`src/rtl/fifo_dp_ram_ext_pkg.sv`:
```
// fifo_dp_ram_ext_pkg: shared width and flag-threshold helpers for fifo_dp_ram_ext
package fifo_dp_ram_ext_pkg;
  function automatic int clog2(input int v);
    int r;
    r = 0;
    while ((1 << r) < v) r++;
    return r;
  endfunction
  function automatic int ptr_w(input int depth);
    return clog2(depth) + 1;
  endfunction
  function automatic int af_level(input int depth, input int af_depth);
    return depth - af_depth;
  endfunction
  function automatic int ae_level(input int ae_depth);
    return ae_depth;
  endfunction
  localparam int DEFAULT_DEPTH = 32;
  localparam int DEFAULT_PTR_W = ptr_w(DEFAULT_DEPTH);
endpackage

```
`src/rtl/fifo_dp_ram_ext_if.sv`:
```
// fifo_dp_ram_ext_if: push/pop requests, data and status of fifo_dp_ram_ext; master = producer/consumer, slave = fifo
interface fifo_dp_ram_ext_if #(
  parameter int DATA_WIDTH  = 8,
  parameter int LEVEL_WIDTH = 6
);
  logic                   write;
  logic                   read;
  logic [DATA_WIDTH-1:0]  write_data;
  logic [DATA_WIDTH-1:0]  read_data;
  logic                   empty;
  logic                   full;
  logic                   almost_empty;
  logic                   almost_full;
  logic [LEVEL_WIDTH-1:0] level;
  logic                   overflow;
  logic                   underflow;
  modport master (
    output write, read, write_data,
    input  read_data, empty, full, almost_empty, almost_full, level, overflow, underflow
  );
  modport slave (
    input  write, read, write_data,
    output read_data, empty, full, almost_empty, almost_full, level, overflow, underflow
  );
endinterface

```
`src/rtl/fifo_dp_ram_ext_dp_ram_1w1r.sv`:
```
// dp_ram_1w1r: one sync write port, one enabled registered read port (read-before-write), unreset array; clk, rst, we/waddr/wdata, re/raddr/rdata
module dp_ram_1w1r
  import fifo_dp_ram_ext_pkg::*;
#(
  parameter int DEPTH = 32,
  parameter int WIDTH = 8
) (
  input  logic                    clk,
  input  logic                    rst,
  input  logic                    we,
  input  logic [clog2(DEPTH)-1:0] waddr,
  input  logic [WIDTH-1:0]        wdata,
  input  logic                    re,
  input  logic [clog2(DEPTH)-1:0] raddr,
  output logic [WIDTH-1:0]        rdata
);
  logic [WIDTH-1:0] mem [DEPTH];
  always_ff @(posedge clk) begin
    if (we) mem[waddr] <= wdata;
  end
  always_ff @(posedge clk) begin
    if (rst) rdata <= '0;
    else if (re) rdata <= mem[raddr];
  end
endmodule

```
`src/rtl/fifo_dp_ram_ext.sv`:
```
// fifo_dp_ram_ext: sync FIFO on a 1W1R RAM with level, almost flags, overflow/underflow pulses, optional show-ahead; clk, reset, bus (slave)
module fifo_dp_ram_ext
  import fifo_dp_ram_ext_pkg::*;
#(
  parameter int FIFO_DEPTH         = 32,
  parameter int FIFO_DATA_WIDTH    = 8,
  parameter int ALMOST_FULL_DEPTH  = 3,
  parameter int ALMOST_EMPTY_DEPTH = 3,
  parameter int SHOW_AHEAD         = 0
) (
  input logic              clk,
  input logic              reset,
  fifo_dp_ram_ext_if.slave bus
);
  localparam int AW = clog2(FIFO_DEPTH);
  localparam int PW = ptr_w(FIFO_DEPTH);
  logic [PW-1:0] wr_ptr_q, wr_ptr_d, rd_ptr_q, rd_ptr_d, level_q, level_d;
  logic empty_q, empty_d, full_q, full_d, ae_q, ae_d, af_q, af_d;
  logic ovf_q, ovf_d, unf_q, unf_d, byp_q, byp_d;
  logic [FIFO_DATA_WIDTH-1:0] byp_data_q, ram_rdata;
  logic wr_acc, rd_acc, re;
  logic [AW-1:0] raddr;
  always_comb begin
    wr_acc   = bus.write && (!full_q || bus.read);
    rd_acc   = bus.read && !empty_q;
    wr_ptr_d = wr_ptr_q + PW'(wr_acc);
    rd_ptr_d = rd_ptr_q + PW'(rd_acc);
    level_d  = wr_ptr_d - rd_ptr_d;
    empty_d  = wr_ptr_d == rd_ptr_d;
    full_d   = (wr_ptr_d ^ rd_ptr_d) == {1'b1, {AW{1'b0}}};
    af_d     = int'(level_d) >= af_level(FIFO_DEPTH, ALMOST_FULL_DEPTH);
    ae_d     = int'(level_d) <= ae_level(ALMOST_EMPTY_DEPTH);
    ovf_d    = bus.write && !wr_acc;
    unf_d    = bus.read && !rd_acc;
    // the next head is the slot being written this edge, so the RAM would return stale data
    byp_d    = SHOW_AHEAD != 0 && wr_acc && rd_ptr_d == wr_ptr_q;
    raddr    = SHOW_AHEAD != 0 ? rd_ptr_d[AW-1:0] : rd_ptr_q[AW-1:0];
    re       = SHOW_AHEAD != 0 || rd_acc;
  end
  always_ff @(posedge clk) begin
    if (reset) begin
      wr_ptr_q <= '0;
      rd_ptr_q <= '0;
      level_q  <= '0;
      empty_q  <= 1'b1;
      full_q   <= 1'b0;
      ae_q     <= 1'b1;
      af_q     <= 1'b0;
      ovf_q    <= 1'b0;
      unf_q    <= 1'b0;
      byp_q    <= 1'b0;
    end else begin
      wr_ptr_q <= wr_ptr_d;
      rd_ptr_q <= rd_ptr_d;
      level_q  <= level_d;
      empty_q  <= empty_d;
      full_q   <= full_d;
      ae_q     <= ae_d;
      af_q     <= af_d;
      ovf_q    <= ovf_d;
      unf_q    <= unf_d;
      byp_q    <= byp_d;
    end
    byp_data_q <= bus.write_data;
  end
  dp_ram_1w1r #(.DEPTH(FIFO_DEPTH), .WIDTH(FIFO_DATA_WIDTH)) u_ram (
    .clk  (clk),
    .rst  (reset),
    .we   (wr_acc && !reset),
    .waddr(wr_ptr_q[AW-1:0]),
    .wdata(bus.write_data),
    .re   (re),
    .raddr(raddr),
    .rdata(ram_rdata)
  );
  assign bus.read_data    = byp_q ? byp_data_q : ram_rdata;
  assign bus.level        = level_q;
  assign bus.empty        = empty_q;
  assign bus.full         = full_q;
  assign bus.almost_empty = ae_q;
  assign bus.almost_full  = af_q;
  assign bus.overflow     = ovf_q;
  assign bus.underflow    = unf_q;
endmodule

```
`src/flat_wrapper.sv`:
```
// flat-port wrapper written by rule: the top's interface ports become plain ports
module fifo_dp_ram_ext_flat import fifo_dp_ram_ext_pkg::*;
#(
  parameter int FIFO_DEPTH         = 32,
  parameter int FIFO_DATA_WIDTH    = 8,
  parameter int ALMOST_FULL_DEPTH  = 3,
  parameter int ALMOST_EMPTY_DEPTH = 3,
  parameter int SHOW_AHEAD         = 0
)
  (clk, reset, bus_write, bus_read, bus_write_data, bus_read_data, bus_empty, bus_full, bus_almost_empty, bus_almost_full, bus_level, bus_overflow, bus_underflow);
  fifo_dp_ram_ext_if #(.DATA_WIDTH(8), .LEVEL_WIDTH(6)) bus_i ();
  input logic clk;
  input logic reset;
  input wire logic [$bits(bus_i.write)-1:0] bus_write;
  input wire logic [$bits(bus_i.read)-1:0] bus_read;
  input wire logic [$bits(bus_i.write_data)-1:0] bus_write_data;
  output wire logic [$bits(bus_i.read_data)-1:0] bus_read_data;
  output wire logic [$bits(bus_i.empty)-1:0] bus_empty;
  output wire logic [$bits(bus_i.full)-1:0] bus_full;
  output wire logic [$bits(bus_i.almost_empty)-1:0] bus_almost_empty;
  output wire logic [$bits(bus_i.almost_full)-1:0] bus_almost_full;
  output wire logic [$bits(bus_i.level)-1:0] bus_level;
  output wire logic [$bits(bus_i.overflow)-1:0] bus_overflow;
  output wire logic [$bits(bus_i.underflow)-1:0] bus_underflow;
  assign bus_i.write = bus_write;
  assign bus_i.read = bus_read;
  assign bus_i.write_data = bus_write_data;
  assign bus_read_data = bus_i.read_data;
  assign bus_empty = bus_i.empty;
  assign bus_full = bus_i.full;
  assign bus_almost_empty = bus_i.almost_empty;
  assign bus_almost_full = bus_i.almost_full;
  assign bus_level = bus_i.level;
  assign bus_overflow = bus_i.overflow;
  assign bus_underflow = bus_i.underflow;
  fifo_dp_ram_ext #(.FIFO_DEPTH(FIFO_DEPTH), .FIFO_DATA_WIDTH(FIFO_DATA_WIDTH), .ALMOST_FULL_DEPTH(ALMOST_FULL_DEPTH), .ALMOST_EMPTY_DEPTH(ALMOST_EMPTY_DEPTH), .SHOW_AHEAD(SHOW_AHEAD)) u_core (.clk(clk), .reset(reset), .bus(bus_i));
endmodule
```
`config.mk`:
```
export PLATFORM = sky130hd
export DESIGN_NAME = fifo_dp_ram_ext_flat
export DESIGN_NICKNAME = d
export VERILOG_FILES = /design/src/rtl/fifo_dp_ram_ext_pkg.sv /design/src/rtl/fifo_dp_ram_ext_if.sv /design/src/rtl/fifo_dp_ram_ext_dp_ram_1w1r.sv /design/src/rtl/fifo_dp_ram_ext.sv /design/src/flat_wrapper.sv
export SDC_FILE = /design/constraint.sdc
export NUM_CORES = 1
export LEC_CHECK = 0
export ABC_AREA = 1
export BUFFER_PORTS_ARGS = -buffer_cell sky130_fd_sc_hd__buf_2
export CORE_MARGIN = 2
export CORE_UTILIZATION = 40
export DETAILED_ROUTE_END_ITERATION = 8
export GPL_ROUTABILITY_DRIVEN = 0
export SLEW_MARGIN = 0
export SYNTH_ARGS = -nofsm -noshare
export SYNTH_HDL_FRONTEND = slang
export SYNTH_SLANG_ARGS = --single-unit
```
`constraint.sdc`:
```
create_clock -name clk -period 2.3 [get_ports clk]
set_input_delay 0.115 -clock clk [delete_from_list [all_inputs] [get_ports clk]]
set_output_delay 0.115 -clock clk [all_outputs]
set_load 0.005 [all_outputs]
```
==> results_dict.tcl <==
set metrics [dict create \
    status "finished clean" \
    grt_usage_pct 18.4 \
    maxCapViolCount 0 \
    drive_above_1_share_pct 13.8 \
    synth_mux_area_share_pct 0 \
    globalRouteMet1Util_pct 25.3 \
    yosysTopAreaCell "edfxtp_1" \
    clkTransAtPathRegs_ns 0.06 \
    synth-adder-area-share_pct 1.11 \
    root_buffer "clkbuf_16" \
    ir_drop_v 0.000659 \
    syn_avg_cell_area_um2 10.8 \
    arrival_ns 2.63 \
    cp_common_cell "nand2_1" \
    worstSetupStartpointType "primary input" \
    p_total_mw 11.8 \
    num-nets-final 1192 \
    fin_crit_ns 2.19 \
    grt-busiest-layer "met2" \
    worstPathCellList "dlygate4sd3_1 > buf_2 > inv_2 > nand2_1 > inv_2 > nor2_4 > ha_4 > ha_4 > inv_1 > nand2_1 > nand2_1 > ha_4 > nand2_2 > nor2_1 > nor2_1 > nand2_1 > nand2_1 > nand3_1 > nand2_1 > nand2_1" \
    synthesis.instances 1106 \
    yosysWarnings 0 \
    start_util_pct 40.4 \
    grt_pass1_vias 7541 \
    tightest_slew_ns 0.787 \
    synth-compound-area-share_pct 1.63 \
    global_route.usage.met3_pct 2.20 \
    grt-ovfl-total 0 \
    dp_hpwl_um 17600 \
    cpMaxStageDelayCell "dlygate4sd3_1" \
    wirelength_um 28600 \
    crit_path_end_kind "flip-flop" \
    synth_top_family_by_area "simple AND/OR/NAND/NOR gates" \
    dp_slack_ns -0.00498 \
    yosys.area.top_type_share_pct 64.6 \
    clockBufferDepth 3 \
    grt_pass1_wl_um 43700 \
    worst_path_largest_cell_delay_ns 0.53 \
    wl_per_cell_um 18.1 \
    crit_required_ns 2.74 \
    coreArea_mm2 0.0295 \
    relSlewSlack_pct 47.4 \
    setup_ws_ns 0.105 \
    drt_first_iter_violations 734 \
    hold_path_class "primary input to flip-flop" \
    cts_tree "done" \
    drt_pass1_iterations 5 \
    critical_path_class "primary input to flip-flop" \
    fin_crit_sh_pct 95.4 \
    syn-num-nets 1128 \
    synth_seq_cells 288 \
    layout_commonest_cell "nand2_1" \
    path_delay_family "simple AND/OR/NAND/NOR gates" \
    fmax_mhz 456 \
    maxSlewViolCount 0 \
    h-tree-depth 1 \
    vias 7950 \
    antenna_found_initial 0 \
    yosys.area_share.xor_xnor_pct 0.294 \
    fillers 2720 \
    cellPowerDensity_mw_per_mm2 858 \
    synth_seq_area_share_pct 69.9 \
    die_h_um 177 \
    drc_errors 0 \
    cts-buffers-inserted 29 \
    layout_common_cells "nand2_1 (409), edfxtp_1 (256), nand3_1 (165), nor2_1 (74), buf_4 (49)" \
    finalSetupViolCount 0 \
    via_per_inst 5.03 \
    finClkSkew_ns 0.00679 \
    rows 63 \
    io_buffers 31 \
    cp_num_buf_inv 5 \
    synth-simple-area-share_pct 23.3 \
    cp_max_fo 4 \
    die_x_um 177 \
    grtUsageMet2_pct 30.3 \
    die_area_mm2 0.0312 \
    grt_max_degree 83 \
    pin_count 32 \
    synth.distinct_cells 26 \
    area_growth_pct 16.0 \
    antenna_left 0 \
    leakage_nw 5.31 \
    diodes 0 \
    synthTopCellsByArea "edfxtp_1 (65%), nand2_1 (13%), nand3_1 (7.0%), dfxtp_1 (5.4%), nor2_1 (2.4%)" \
    finalHoldViolCount 0 \
    synthesis.area_mm2 0.0119 \
    clk_latency_ns 0.54 \
    cts.sinks 288 \
]
-- routing by layer --
layer  routed length, um  vias to the layer above
li1                    -                     3873
met1               12500                     3783
met2               13700                      240
met3                1650                       54
met4                 862                        0
met5                   0                        -
-- report_power, final --
group	total [mW]	internal [mW]	leakage, nW	switching, mW
Combinational	1.37	0.432	2.29	0.938
Clock	4.65	2.74	0.452	1.91
Sequential	5.83	5.78	2.57	0.0449
Total	11.8	8.96	5.31	2.89
-- state kept, by name, summed over array words and instances (netlist names) --
name / count
u_core.bus.almost_full: 1
u_core.bus.level: 6
u_core.wr_ptr_q: 6
u_core.rd_ptr_q: 6
u_core.bus.almost_empty: 1
u_core.bus.empty: 1
u_core.bus.overflow: 1
u_core.u_ram.rdata: 8
u_core.bus.full: 1
u_core.bus.underflow: 1
u_core.u_ram.mem: 256
-- synthesized netlist by cell type --
master	number
nand2_1	412
edfxtp_1	256
nand3_1	167
nor2_1	76
inv_1	38
buf_2	37
a21oi_1	35
dfxtp_1	32
buf_4	9
ha_1	9
nand4_1	6
nand2_2	5
inv_2	4
xor2_1	4
buf_1	3
clkbuf_1	3
a21oi_2	1
buf_6	1
clkinv_1	1
fa_1	1
nor2_2	1
nor2_4	1
nor3_1	1
nor3_2	1
o21ai_0	1
o21ai_1	1
-- kinds of logic (layout without fill, tap and decap cells) --
family | after synthesis | after routing
AOI/OAI and AO/OA | 38 | 38
xor gates and xnor gates | 4 | 4
adders and majority gates | 10 | 10
buffers and inverters | 96 | 181
DFF | 288 | 288
and+or+nand+nor | 670 | 670
-- repair_timing --
item,CTS,global route
hold endpoints to repair,2,0
setup buffers,0,1
resized for setup,1,26
pin swaps,1,6
hold buffers,2,0
endpoints found under the setup margin,1,5
gates cloned,0,0
-- worst register-to-register path, stage by stage (launching register included) --
cell and delay, ns:
dfxtp_2 0.32, nand2_1 0.07, inv_2 0.09, nor2_4 0.04
ha_4 0.17, ha_4 0.17, inv_1 0.08, nand2_1 0.09
nand2_1 0.15, ha_4 0.23, nand2_2 0.06, nor2_1 0.04
nor2_1 0.15, nand2_1 0.09, nand2_1 0.07, nand3_1 0.11
nand2_1 0.10, nand2_1 0.05
-- final timing paths --
path | slack, ns | start | cells past startpoint | endpoint
worst max register to register | 0.11 | u_core.bus.full | 17 | u_core.bus.almost_full
worst min register to register | 0.49 | u_core.bus.empty | 2 | u_core.bus.underflow
worst max-delay path | 0.11 | bus_read | 20 | u_core.bus.almost_full
worst min-delay path | 0.06 | reset | 3 | u_core.rd_ptr_q[0]
-- layout make-up --
class	count	area, um2	share of cell area (%)
flip-flops and latches	288	8330	60.3
multi-input cells	722	3270	23.7
clock buffers	33	741	5.36
repair buffers	86	623	4.51
well taps	390	488	3.53
clock inverters	19	193	1.40
inverters	43	163	1.18
-- per-stage QoR --
step | hold slack (ns) | setup TNS, ns | cell area, um2 | util [%] | instances
finish | 0.0630 | 0 | 13800 | 46.9 | 1581
global route | 0.0720 | -0.178 | 13800 | 46.9 | 1581
CTS | 0.0426 | 0 | 13700 | 46.4 | 1580
detailed placement | 0.359 | -0.00498 | 12700 | 43.1 | 1526
global placement | 0.357 | 0 | 12700 | 43.1 | 1526
floorplan | 0.214 | 0 | 11900 | - | 1106
Note: power is estimated with default switching activity, not from simulation.
